### config.mk
export PLATFORM = sky130hd
export DESIGN_NAME = copperv2_lsu_flat
export DESIGN_NICKNAME = d
export VERILOG_FILES = /design/src/rtl/copperv2_lsu_pkg.sv /design/src/rtl/copperv2_lsu_if.sv /design/src/rtl/copperv2_lsu_align.sv /design/src/rtl/copperv2_lsu.sv /design/src/flat_wrapper.sv
export SDC_FILE = /design/constraint.sdc
export NUM_CORES = 1
export LEC_CHECK = 0
export ABC_AREA = 1
export BUFFER_PORTS_ARGS = -buffer_cell sky130_fd_sc_hd__buf_2
export CORE_MARGIN = 2
export CORE_UTILIZATION = 52
export CTS_BUF_LIST = sky130_fd_sc_hd__clkbuf_4 sky130_fd_sc_hd__clkbuf_8
export DETAILED_ROUTE_END_ITERATION = 6
export GPL_TIMING_DRIVEN = 0
export PLACE_DENSITY = 0.83
export SLEW_MARGIN = 30
export SYNTH_ARGS = -nofsm -noshare
export SYNTH_HDL_FRONTEND = slang
export SYNTH_SLANG_ARGS = --single-unit
### constraint.sdc
create_clock -name clk -period 6.2 [get_ports clk]
set_input_delay 1.24 -clock clk [delete_from_list [all_inputs] [get_ports clk]]
set_output_delay 1.24 -clock clk [all_outputs]
set_load 0.02 [all_outputs]
### src/rtl/copperv2_lsu_pkg.sv
// Shared types and helpers for the copperv2 load/store unit.
// Holds access-size and FSM state encodings, byte-strobe base masks and
// the access-legality check used when a command is accepted.
package copperv2_lsu_pkg;

    typedef enum logic [1:0] {
        SIZE_BYTE = 2'd0,
        SIZE_HALF = 2'd1,
        SIZE_WORD = 2'd2,
        SIZE_BAD  = 2'd3
    } size_t;

    typedef enum logic [2:0] {
        IDLE    = 3'd0,
        RD_ADDR = 3'd1,
        RD_DATA = 3'd2,
        WR_REQ  = 3'd3,
        WR_RESP = 3'd4,
        RESP    = 3'd5
    } state_t;

    // Byte-enable patterns for a lane-0 access; shifted by the byte offset.
    localparam logic [3:0] STRB_BYTE = 4'b0001;
    localparam logic [3:0] STRB_HALF = 4'b0011;
    localparam logic [3:0] STRB_WORD = 4'b1111;

    // Size 3 is always illegal; misalignment only counts when checking is on.
    function automatic logic access_err(input size_t size, input logic [1:0] addr_lo,
                                        input logic check_align);
        logic mis;
        mis = 1'b0;
        case (size)
            SIZE_HALF: mis = addr_lo[0];
            SIZE_WORD: mis = |addr_lo;
            default:   mis = 1'b0;
        endcase
        return (size == SIZE_BAD) || (check_align && mis);
    endfunction

endpackage

### src/rtl/copperv2_lsu_if.sv
// Command/response and data-bus (dr read, dw write) signal bundle of the LSU.
// master = LSU side (bus initiator, command target); slave = execute stage
// plus memory responder. All channels are valid/ready.
interface copperv2_lsu_if #(
    parameter int ADDR_WIDTH   = 32,
    parameter int DATA_WIDTH   = 32,
    parameter int STROBE_WIDTH = 8
);
    // command / response
    logic                    cmd_valid;
    logic                    cmd_ready;
    logic                    cmd_write;
    logic [ADDR_WIDTH-1:0]   cmd_addr;
    logic [DATA_WIDTH-1:0]   cmd_wdata;
    logic [1:0]              cmd_size;
    logic                    cmd_unsigned;
    logic                    rsp_valid;
    logic                    rsp_ready;
    logic [DATA_WIDTH-1:0]   rsp_rdata;
    logic                    rsp_err;
    // data read channel
    logic                    bus_dr_addr_valid;
    logic                    bus_dr_addr_ready;
    logic [ADDR_WIDTH-1:0]   bus_dr_addr_bits;
    logic                    bus_dr_data_valid;
    logic                    bus_dr_data_ready;
    logic [DATA_WIDTH-1:0]   bus_dr_data_bits;
    // data write channel
    logic                    bus_dw_req_valid;
    logic                    bus_dw_req_ready;
    logic [ADDR_WIDTH-1:0]   bus_dw_req_bits_addr;
    logic [DATA_WIDTH-1:0]   bus_dw_req_bits_data;
    logic [STROBE_WIDTH-1:0] bus_dw_req_bits_strobe;
    logic                    bus_dw_resp_valid;
    logic                    bus_dw_resp_ready;
    logic                    bus_dw_resp_bits;

    modport master (
        input  cmd_valid, cmd_write, cmd_addr, cmd_wdata, cmd_size, cmd_unsigned, rsp_ready,
        output cmd_ready, rsp_valid, rsp_rdata, rsp_err,
        output bus_dr_addr_valid, bus_dr_addr_bits, bus_dr_data_ready,
        input  bus_dr_addr_ready, bus_dr_data_valid, bus_dr_data_bits,
        output bus_dw_req_valid, bus_dw_req_bits_addr, bus_dw_req_bits_data,
        output bus_dw_req_bits_strobe, bus_dw_resp_ready,
        input  bus_dw_req_ready, bus_dw_resp_valid, bus_dw_resp_bits
    );

    modport slave (
        output cmd_valid, cmd_write, cmd_addr, cmd_wdata, cmd_size, cmd_unsigned, rsp_ready,
        input  cmd_ready, rsp_valid, rsp_rdata, rsp_err,
        input  bus_dr_addr_valid, bus_dr_addr_bits, bus_dr_data_ready,
        output bus_dr_addr_ready, bus_dr_data_valid, bus_dr_data_bits,
        input  bus_dw_req_valid, bus_dw_req_bits_addr, bus_dw_req_bits_data,
        input  bus_dw_req_bits_strobe, bus_dw_resp_ready,
        output bus_dw_req_ready, bus_dw_resp_valid, bus_dw_resp_bits
    );

endinterface

### src/rtl/copperv2_lsu_align.sv
// Byte-lane alignment for the LSU: store lane placement + strobes, load extract + extend.
// Latency: purely combinational.
// Backpressure: none; inputs come from registered command state and the read bus.
module copperv2_lsu_align
    import copperv2_lsu_pkg::*;
(
    input  size_t       size,
    input  logic        ld_unsigned,
    input  logic [1:0]  addr_lo,
    input  logic [31:0] st_wdata,
    output logic [31:0] st_data,
    output logic [3:0]  st_strb,
    input  logic [31:0] ld_word,
    output logic [31:0] ld_data
);

    logic [4:0]  sh;
    logic [31:0] rep;
    logic [31:0] rot;
    logic [31:0] ld_shift;

    always_comb begin
        sh = {addr_lo, 3'b000};

        // Replicate narrow store data into every lane, then rotate so the
        // addressed lanes carry it; aligned cases rotate onto themselves.
        case (size)
            SIZE_BYTE: rep = {4{st_wdata[7:0]}};
            SIZE_HALF: rep = {2{st_wdata[15:0]}};
            default:   rep = st_wdata;
        endcase
        rot = (rep << sh) | (rep >> (6'd32 - {1'b0, sh}));
        st_data = (size == SIZE_BYTE || size == SIZE_HALF) ? rot : (st_wdata << sh);

        case (size)
            SIZE_BYTE: st_strb = STRB_BYTE << addr_lo;
            SIZE_HALF: st_strb = STRB_HALF << addr_lo;
            default:   st_strb = STRB_WORD << addr_lo;
        endcase

        ld_shift = ld_word >> sh;
        case (size)
            SIZE_BYTE: ld_data = ld_unsigned ? {24'd0, ld_shift[7:0]}
                                             : {{24{ld_shift[7]}}, ld_shift[7:0]};
            SIZE_HALF: ld_data = ld_unsigned ? {16'd0, ld_shift[15:0]}
                                             : {{16{ld_shift[15]}}, ld_shift[15:0]};
            default:   ld_data = ld_shift;
        endcase
    end

endmodule

### src/rtl/copperv2_lsu.sv
// Load/store unit: one command at a time onto the copperv2 dr/dw buses, single response.
// Latency: load/store response 3 cycles after accept with zero-wait bus; errors 1 cycle.
// Backpressure: every valid held with stable bits until its ready; cmd_ready only when idle.
module copperv2_lsu
    import copperv2_lsu_pkg::*;
#(
    parameter int ADDR_WIDTH   = 32,
    parameter int DATA_WIDTH   = 32,
    parameter int STROBE_WIDTH = 8,
    parameter bit CHECK_ALIGN  = 1'b1
) (
    input logic             clk,
    input logic             reset_n,
    copperv2_lsu_if.master  io
);

    state_t                state_q, state_d;
    logic [ADDR_WIDTH-1:0] addr_q, addr_d;
    logic [DATA_WIDTH-1:0] wdata_q, wdata_d;
    size_t                 size_q, size_d;
    logic                  uns_q, uns_d;
    logic [DATA_WIDTH-1:0] rdata_q, rdata_d;
    logic                  err_q, err_d;

    logic [31:0]           st_data;
    logic [3:0]            st_strb;
    logic [31:0]           ld_data;
    logic [ADDR_WIDTH-1:0] addr_word;

    copperv2_lsu_align u_align (
        .size        (size_q),
        .ld_unsigned (uns_q),
        .addr_lo     (addr_q[1:0]),
        .st_wdata    (wdata_q),
        .st_data     (st_data),
        .st_strb     (st_strb),
        .ld_word     (io.bus_dr_data_bits),
        .ld_data     (ld_data)
    );

    assign addr_word = {addr_q[ADDR_WIDTH-1:2], 2'b00};

    // Valids/readies decode registered state only; bus bits are zeroed
    // outside their own state so idle/reset shows a quiet bus.
    assign io.cmd_ready              = (state_q == IDLE);
    assign io.rsp_valid              = (state_q == RESP);
    assign io.rsp_rdata              = rdata_q;
    assign io.rsp_err                = err_q;
    assign io.bus_dr_addr_valid      = (state_q == RD_ADDR);
    assign io.bus_dr_addr_bits       = (state_q == RD_ADDR) ? addr_word : '0;
    assign io.bus_dr_data_ready      = (state_q == RD_DATA);
    assign io.bus_dw_req_valid       = (state_q == WR_REQ);
    assign io.bus_dw_req_bits_addr   = (state_q == WR_REQ) ? addr_word : '0;
    assign io.bus_dw_req_bits_data   = (state_q == WR_REQ) ? st_data : '0;
    assign io.bus_dw_req_bits_strobe = (state_q == WR_REQ)
                                       ? {{(STROBE_WIDTH-4){1'b0}}, st_strb} : '0;
    assign io.bus_dw_resp_ready      = (state_q == WR_RESP);

    always_comb begin
        state_d = state_q;
        addr_d  = addr_q;
        wdata_d = wdata_q;
        size_d  = size_q;
        uns_d   = uns_q;
        rdata_d = rdata_q;
        err_d   = err_q;
        case (state_q)
            IDLE: begin
                if (io.cmd_valid) begin
                    addr_d  = io.cmd_addr;
                    wdata_d = io.cmd_wdata;
                    size_d  = size_t'(io.cmd_size);
                    uns_d   = io.cmd_unsigned;
                    rdata_d = '0;
                    if (access_err(size_t'(io.cmd_size), io.cmd_addr[1:0], CHECK_ALIGN)) begin
                        err_d   = 1'b1;
                        state_d = RESP;
                    end else begin
                        err_d   = 1'b0;
                        state_d = io.cmd_write ? WR_REQ : RD_ADDR;
                    end
                end
            end
            RD_ADDR: if (io.bus_dr_addr_ready) state_d = RD_DATA;
            RD_DATA: begin
                if (io.bus_dr_data_valid) begin
                    rdata_d = ld_data;
                    err_d   = 1'b0;
                    state_d = RESP;
                end
            end
            WR_REQ:  if (io.bus_dw_req_ready) state_d = WR_RESP;
            WR_RESP: begin
                if (io.bus_dw_resp_valid) begin
                    rdata_d = '0;
                    err_d   = io.bus_dw_resp_bits;
                    state_d = RESP;
                end
            end
            RESP:    if (io.rsp_ready) state_d = IDLE;
            default: state_d = IDLE;
        endcase
    end

    always_ff @(posedge clk or negedge reset_n) begin
        if (!reset_n) begin
            state_q <= IDLE;
            addr_q  <= '0;
            wdata_q <= '0;
            size_q  <= SIZE_BYTE;
            uns_q   <= 1'b0;
            rdata_q <= '0;
            err_q   <= 1'b0;
        end else begin
            state_q <= state_d;
            addr_q  <= addr_d;
            wdata_q <= wdata_d;
            size_q  <= size_d;
            uns_q   <= uns_d;
            rdata_q <= rdata_d;
            err_q   <= err_d;
        end
    end

endmodule

### src/flat_wrapper.sv
// flat-port wrapper written by rule: the top's interface ports become plain ports
module copperv2_lsu_flat import copperv2_lsu_pkg::*;
#(
    parameter int ADDR_WIDTH   = 32,
    parameter int DATA_WIDTH   = 32,
    parameter int STROBE_WIDTH = 8,
    parameter bit CHECK_ALIGN  = 1'b1
)
  (clk, reset_n, io_cmd_valid, io_cmd_write, io_cmd_addr, io_cmd_wdata, io_cmd_size, io_cmd_unsigned, io_rsp_ready, io_cmd_ready, io_rsp_valid, io_rsp_rdata, io_rsp_err, io_bus_dr_addr_valid, io_bus_dr_addr_bits, io_bus_dr_data_ready, io_bus_dr_addr_ready, io_bus_dr_data_valid, io_bus_dr_data_bits, io_bus_dw_req_valid, io_bus_dw_req_bits_addr, io_bus_dw_req_bits_data, io_bus_dw_req_bits_strobe, io_bus_dw_resp_ready, io_bus_dw_req_ready, io_bus_dw_resp_valid, io_bus_dw_resp_bits);
  copperv2_lsu_if #(.ADDR_WIDTH(ADDR_WIDTH), .DATA_WIDTH(DATA_WIDTH), .STROBE_WIDTH(STROBE_WIDTH)) io_i ();
  input logic clk;
  input logic reset_n;
  input wire logic [$bits(io_i.cmd_valid)-1:0] io_cmd_valid;
  input wire logic [$bits(io_i.cmd_write)-1:0] io_cmd_write;
  input wire logic [$bits(io_i.cmd_addr)-1:0] io_cmd_addr;
  input wire logic [$bits(io_i.cmd_wdata)-1:0] io_cmd_wdata;
  input wire logic [$bits(io_i.cmd_size)-1:0] io_cmd_size;
  input wire logic [$bits(io_i.cmd_unsigned)-1:0] io_cmd_unsigned;
  input wire logic [$bits(io_i.rsp_ready)-1:0] io_rsp_ready;
  output wire logic [$bits(io_i.cmd_ready)-1:0] io_cmd_ready;
  output wire logic [$bits(io_i.rsp_valid)-1:0] io_rsp_valid;
  output wire logic [$bits(io_i.rsp_rdata)-1:0] io_rsp_rdata;
  output wire logic [$bits(io_i.rsp_err)-1:0] io_rsp_err;
  output wire logic [$bits(io_i.bus_dr_addr_valid)-1:0] io_bus_dr_addr_valid;
  output wire logic [$bits(io_i.bus_dr_addr_bits)-1:0] io_bus_dr_addr_bits;
  output wire logic [$bits(io_i.bus_dr_data_ready)-1:0] io_bus_dr_data_ready;
  input wire logic [$bits(io_i.bus_dr_addr_ready)-1:0] io_bus_dr_addr_ready;
  input wire logic [$bits(io_i.bus_dr_data_valid)-1:0] io_bus_dr_data_valid;
  input wire logic [$bits(io_i.bus_dr_data_bits)-1:0] io_bus_dr_data_bits;
  output wire logic [$bits(io_i.bus_dw_req_valid)-1:0] io_bus_dw_req_valid;
  output wire logic [$bits(io_i.bus_dw_req_bits_addr)-1:0] io_bus_dw_req_bits_addr;
  output wire logic [$bits(io_i.bus_dw_req_bits_data)-1:0] io_bus_dw_req_bits_data;
  output wire logic [$bits(io_i.bus_dw_req_bits_strobe)-1:0] io_bus_dw_req_bits_strobe;
  output wire logic [$bits(io_i.bus_dw_resp_ready)-1:0] io_bus_dw_resp_ready;
  input wire logic [$bits(io_i.bus_dw_req_ready)-1:0] io_bus_dw_req_ready;
  input wire logic [$bits(io_i.bus_dw_resp_valid)-1:0] io_bus_dw_resp_valid;
  input wire logic [$bits(io_i.bus_dw_resp_bits)-1:0] io_bus_dw_resp_bits;
  assign io_i.cmd_valid = io_cmd_valid;
  assign io_i.cmd_write = io_cmd_write;
  assign io_i.cmd_addr = io_cmd_addr;
  assign io_i.cmd_wdata = io_cmd_wdata;
  assign io_i.cmd_size = io_cmd_size;
  assign io_i.cmd_unsigned = io_cmd_unsigned;
  assign io_i.rsp_ready = io_rsp_ready;
  assign io_cmd_ready = io_i.cmd_ready;
  assign io_rsp_valid = io_i.rsp_valid;
  assign io_rsp_rdata = io_i.rsp_rdata;
  assign io_rsp_err = io_i.rsp_err;
  assign io_bus_dr_addr_valid = io_i.bus_dr_addr_valid;
  assign io_bus_dr_addr_bits = io_i.bus_dr_addr_bits;
  assign io_bus_dr_data_ready = io_i.bus_dr_data_ready;
  assign io_i.bus_dr_addr_ready = io_bus_dr_addr_ready;
  assign io_i.bus_dr_data_valid = io_bus_dr_data_valid;
  assign io_i.bus_dr_data_bits = io_bus_dr_data_bits;
  assign io_bus_dw_req_valid = io_i.bus_dw_req_valid;
  assign io_bus_dw_req_bits_addr = io_i.bus_dw_req_bits_addr;
  assign io_bus_dw_req_bits_data = io_i.bus_dw_req_bits_data;
  assign io_bus_dw_req_bits_strobe = io_i.bus_dw_req_bits_strobe;
  assign io_bus_dw_resp_ready = io_i.bus_dw_resp_ready;
  assign io_i.bus_dw_req_ready = io_bus_dw_req_ready;
  assign io_i.bus_dw_resp_valid = io_bus_dw_resp_valid;
  assign io_i.bus_dw_resp_bits = io_bus_dw_resp_bits;
  copperv2_lsu #(.ADDR_WIDTH(ADDR_WIDTH), .DATA_WIDTH(DATA_WIDTH), .STROBE_WIDTH(STROBE_WIDTH), .CHECK_ALIGN(CHECK_ALIGN)) u_core (.clk(clk), .reset_n(reset_n), .io(io_i));
endmodule
---- Word level (Yosys, flattened, before mapping) ----
Cells that the tools add are included.
operators by class
  $add $sub $neg .......................... 1
  equal/unequal tests ..................... 15
  shift operators ......................... 7
  mux-type cells .......................... 31
  bitwise logic cells ..................... 1
  reduce and logical (&&, ||, !) cells .... 9
operators with widths
  kind                   count
  $mux W32               9
  $pmux W32 S2           2
  $pmux W32 S3           1
  $shl A32 B5 Y32        2
  $or A32 B32 Y32        1
  $shr A32 B5 Y32        1
  $shr A32 B6 Y32        1
  $mux W3                7
  $pmux W3 S6            1
  $ne A2 B1 Y1 const B   4
  $pmux W4 S2            1
  $eq A3 B2 Y1 const B   2
  $eq A3 B3 Y1 const B   2
  $mux W1                6
  $reduce_and A6 Y1      1
  $sub A6 B5 Y6 const A  1
  $eq A2 B1 Y1 const B   2
  $eq A2 B2 Y1 const B   2
  $mux W4                1
  $ne A2 B2 Y1 const B   2
  $reduce_and A4 Y1      1
  $shl A1 B2 Y4 const A  1
  $shl A2 B2 Y4 const A  1
  $shl A4 B2 Y4 const A  1
  10 further kinds       11
storage, ports and cells
  flip-flop bits (word level) ............. 103
  logic and storage cells ................. 71

---- Longest topological paths before layout ----
  depth after elaboration ................. 8
  mapped depth ............................ 12

---- Modules after synthesis ----
From an unflattened synthesis, not the netlist that was laid out.
unflattened totals
  cell total of the unflattened synthesis .. 1177
  area, all modules ....................... 7352.1 µm²
by module, submodules not included
  module              times used  cells an instance  area each (µm²)
  copperv2_lsu        1           721                5201.2
  copperv2_lsu_align  1           456                2150.8

---- Least setup slack after synthesis ----
OpenSTA, ideal clock, no wires.
  path kind ............................... register to output
  start point ............................. register u_core.addr_q[0]
  end point ............................... output port io_bus_dw_req_bits_data[15]
  data arrival time ....................... 2170 ps
  data required time ...................... 4960 ps
  slack ................................... 2790 ps
  stages on the path, launching flop included .. 13
  buffers on the path ..................... 3
  cell sequence ........................... dfrtp_1 > buf_4 > inv_2 > buf_2 > buf_2 > ha_1 > nor2_1 > nand2_1 > inv_1 > nand2_1 > nand2_1 > nand2_1 > a21oi_1
between the ends
  word-level cells in the longest chain between the ends .. 5
ends and longest elaborated chain
  element                 line                      text
  from (decl)             copperv2_lsu.sv:18        logic [ADDR_WIDTH-1:0] addr_q, addr_d;
  from (signal assigned)  copperv2_lsu.sv:116       addr_q <= addr_d;
  $sub A6 B5 Y6           copperv2_lsu_align.sv:32  rot = (rep << sh) | (rep >> (6'd32 - {1'b0, sh}));
  $shr A32 B6 Y32         copperv2_lsu_align.sv:32
  $or A32 B32 Y32         copperv2_lsu_align.sv:32
  $mux W32 (*)            copperv2_lsu_align.sv:33  st_data = (size == SIZE_BYTE || size == SIZE_HALF) ? rot : (st_wdata << sh);
  $mux W32 (*)            copperv2_lsu.sv:54        assign io.bus_dw_req_bits_data = (state_q == WR_REQ) ? st_data : '0;
  to (decl)               flat_wrapper.sv:32        output wire logic [$bits(io_i.bus_dw_req_bits_data)-1:0] io_bus_dw_req_bits_data;
Every way passes the cells marked *; elsewhere a longest branch is shown, timed or not.

---- Worst setup path after layout ----
  start point ............................. register u_core.addr_q[1]
  end point ............................... output port io_bus_dw_req_bits_data[15]
Same word-level chain as after synthesis.

==> impl_metrics.yaml <==
run_status:
  status: "completed"
clock_network:
  clk_latency_ns: 0.40
  postCtsSetupBuffers: 0
  clock_sinks: 103
  cts_max_level: 3
  cts_tree: "yes"
  clk_pin_slew_ns: 0.12
  clk_path_buf_depth: 2
  ctsHoldBuffers: 0
  cts_resized: 0
  cts_root_buf: "clkbuf_8"
  numCtsBuffers: 9
pwr:
  switching_share_pct: 56.19
  p_int_mw: 2.166
  comb_power_share_pct: 69.0
  power.density_nw_per_um2: 569.4
  p_sw_mw: 2.778
  clock_power_share_pct: 9.2
  irDropWorstVdd_v: 0.0003029
  seq_power_share_pct: 21.8
  power_mw: 4.944
  cellLeakagePower_nw: 5.250
timing:
  relSlewSlack_pct: 37.93
  max_freq_mhz: 202.8
  setup_viol: 0
  holdWs_ns: 0.4882
  min_period_ns: 4.931
  rsz0062_at_grt: "no"
  post-route-period-util_pct: 79.53
  tightest_slew_ns: 0.9276
  fin_ws_ns: 1.269
  maxSlewViolCount: 0
  hold_violations: 0
  clock_skew_ns: 0.01502
  setup_tns_ns: 0
yosys:
  ys_seq_elements: 103
  netlist_area_um2: 6982
  synthDistinctLibCells: 36
  seq_area_frac_synth_pct: 36.92
  synth_top_area_share_pct: 36.92
  synth_warnings: 0
  async_flop_share_pct: 100.0
  yosys-top-cells-count: "nand2_1, nor2_1, nand3_1"
  syn_area_per_cell_um2: 6.495
  synthFlopType: "dfrtp_1"
  syn-instance-count: 1075
  synth.top_cells.by_area: "dfrtp_1, nand2_1, nand3_1, nor2_1, a21oi_1"
  synth_top_cell_by_area: "dfrtp_1"
  synth_edf_count: 0
  yosysMostFrequentCell: "nand2_1"
floorplan:
  die_area_um2: 14370
  pin_count: 252
  start_util_pct: 52.93
  die_h_um: 119.9
  num_rows: 42
  fp.coreArea_um2: 13190
  die_w_um: 119.9
global_routing:
  use_met2_pct: 56.79
  gr-total-overflow: 0
  antenna_found_initial: 1
  grtUsageTotal_pct: 34.64
  grt_max_degree: 72
  grt_pass1_wl_mm: 38.46
  grt_pass1_vias: 7441
  top_usage_layer: "met2"
  grt_util_met3_pct: 6.654
  use_met1_pct: 45.49
finish:
  seqCellArea_um2: 2577
  nets: 1450
  area_growth_pct: 24.37
  layout-drive-gt1-share_pct: 25.28
  n_fill_cell: 1282
  instances_no_fill: 1518
  multi_input_area_um2: 3677
  final_util_pct: 65.83
  post-route-cell-area_um2: 8683
placement:
  placed_cells: 1502
  hpwl_mm: 18.81
  pre_cts_ws_ns: 1.924
  port_buffers: 243
  gp_congestion: 0.9955
  placed_area_um2: 8478
worst_setup_path:
  worstSetupPathType: "reg -> out"
  worstPathArrival_ns: 3.69
  cpMostUsedCell: "nand2_1"
  critPathMaxFanout: 10
  end_kind: "primary output"
  cpMaxStageDelayCell: "nor2_1"
  crit_required_ns: 4.96
  start_kind: "register"
  critical_path.max_stage_delay_ns: 0.71
  crit_chain: "clkinv_1 -> clkbuf_1 -> buf_2 -> ha_1 -> nor2_1 -> nand2_1 -> inv_1 -> nand2_1 -> nand2_1 -> nand2_1 -> a21oi_1 -> buf_2"
flow_run:
  drv_cap: 0
min_path:
  min_path_type: "reg -> reg"
route:
  route.detailed.wl_per_inst_um: 16.39
  dr.pass1.iters: 6
  drt_first_iter_violations: 874
  routed_wl_mm: 24.88
  dr_total_vias: 8226
  viasPerCell: 5.419
  final_antenna_net_count: 0
  drc: 0
state kept, by name, indices dropped and copies added (netlist names):
register / flops
u_core.addr_q: 32
u_core.io.rsp_rdata: 32
u_core.wdata_q: 32
u_core.state_q: 3
u_core.size_q: 2
u_core.io.rsp_err: 1
u_core.uns_q: 1
layout make-up:
class	count	area share, %
antenna	1	0.02882
sequential	103	29.68
buffer	73	4.452
clock inverter	6	0.9078
clock buffer	9	1.427
multi-input combinational	809	42.35
timing repair buffer	244	14.39
tap	176	2.536
inverter	97	4.222
layer usage:
metal	up-vias	share of wire [%]
li1	3922	-
met2	527	47
met1	3713	39
met4	0	3.4
met3	64	11
met5	-	0
path summary, 6_finish.rpt:
kind | start | to | slack [ns] | depth (start not counted)
min in group asynchronous | reset_n | u_core.io.rsp_rdata[28] | 0.72 | 1
hold reg to reg | u_core.io.rsp_rdata[15] | u_core.io.rsp_rdata[15] | 0.49 | 2
setup reg to reg | u_core.addr_q[1] | u_core.io.rsp_rdata[6] | 4.39 | 6
setup / recovery | u_core.addr_q[1] | io_bus_dw_req_bits_data[15] | 1.27 | 12
hold / removal | u_core.io.rsp_rdata[15] | u_core.io.rsp_rdata[15] | 0.49 | 2
max in group asynchronous | reset_n | u_core.wdata_q[3] | 4.82 | 2
cells in the final DEF, fill, tap and decap left out, types with 2 or more instances in the layout:
master,count
buf_1,6
conb_1,8
buf_6,4
clkinv_1,2
nor2_2,3
clkbuf_8,9
buf_4,14
clkbuf_1,20
clkinvlp_4,2
nand3_2,3
ha_1,4
nand2_1,340
dfrtp_1,103
nor2_1,151
inv_2,5
mux2_1,2
nor3_1,3
mux2_2,7
a21oi_1,82
nand3_1,120
nand4_1,9
o21ai_0,37
o22ai_1,2
or2_2,5
nand2_2,3
buf_2,272
nand2_4,3
nand3b_1,5
inv_1,89
inv_6,2
mux2i_1,7
o211ai_1,9
kinds of logic after synthesis:
| group | count (synthesis) | synth area share (%) |
|---|---|---|
| multiplexers | 16 | 2.455 |
| flip-flops | 103 | 36.92 |
| adder cells (fa/ha/maj) | 4 | 0.7169 |
| other | 1 | 0.05371 |
| AO/OA/AOI/OAI | 134 | 10.16 |
| buffers and inverters | 170 | 10.79 |
| AND/OR/NAND/NOR | 647 | 38.91 |
critical path, delay by kind of cell, from the launching register on:
family                   cells  cell delay [ns]
flip-flops                   1             0.41
buffers and inverters        5             1.35
AND/OR/NAND/NOR              5             0.98
adder cells (fa/ha/maj)      1             0.30
AO/OA/AOI/OAI                1             0.25
power by group through the flow:
stage,combinational [mW],clock (mW),sequential (mW)
3_3_place_gp,3.31,0,1.08
5_1_grt,3.72,0.489,1.11
4_1_cts,3.35,0.462,1.07
6_report,3.41,0.455,1.08
2_1_floorplan,2.26,0,1.14
3_5_place_dp,3.34,0,1.09
Power figures use the tool's default switching activity.
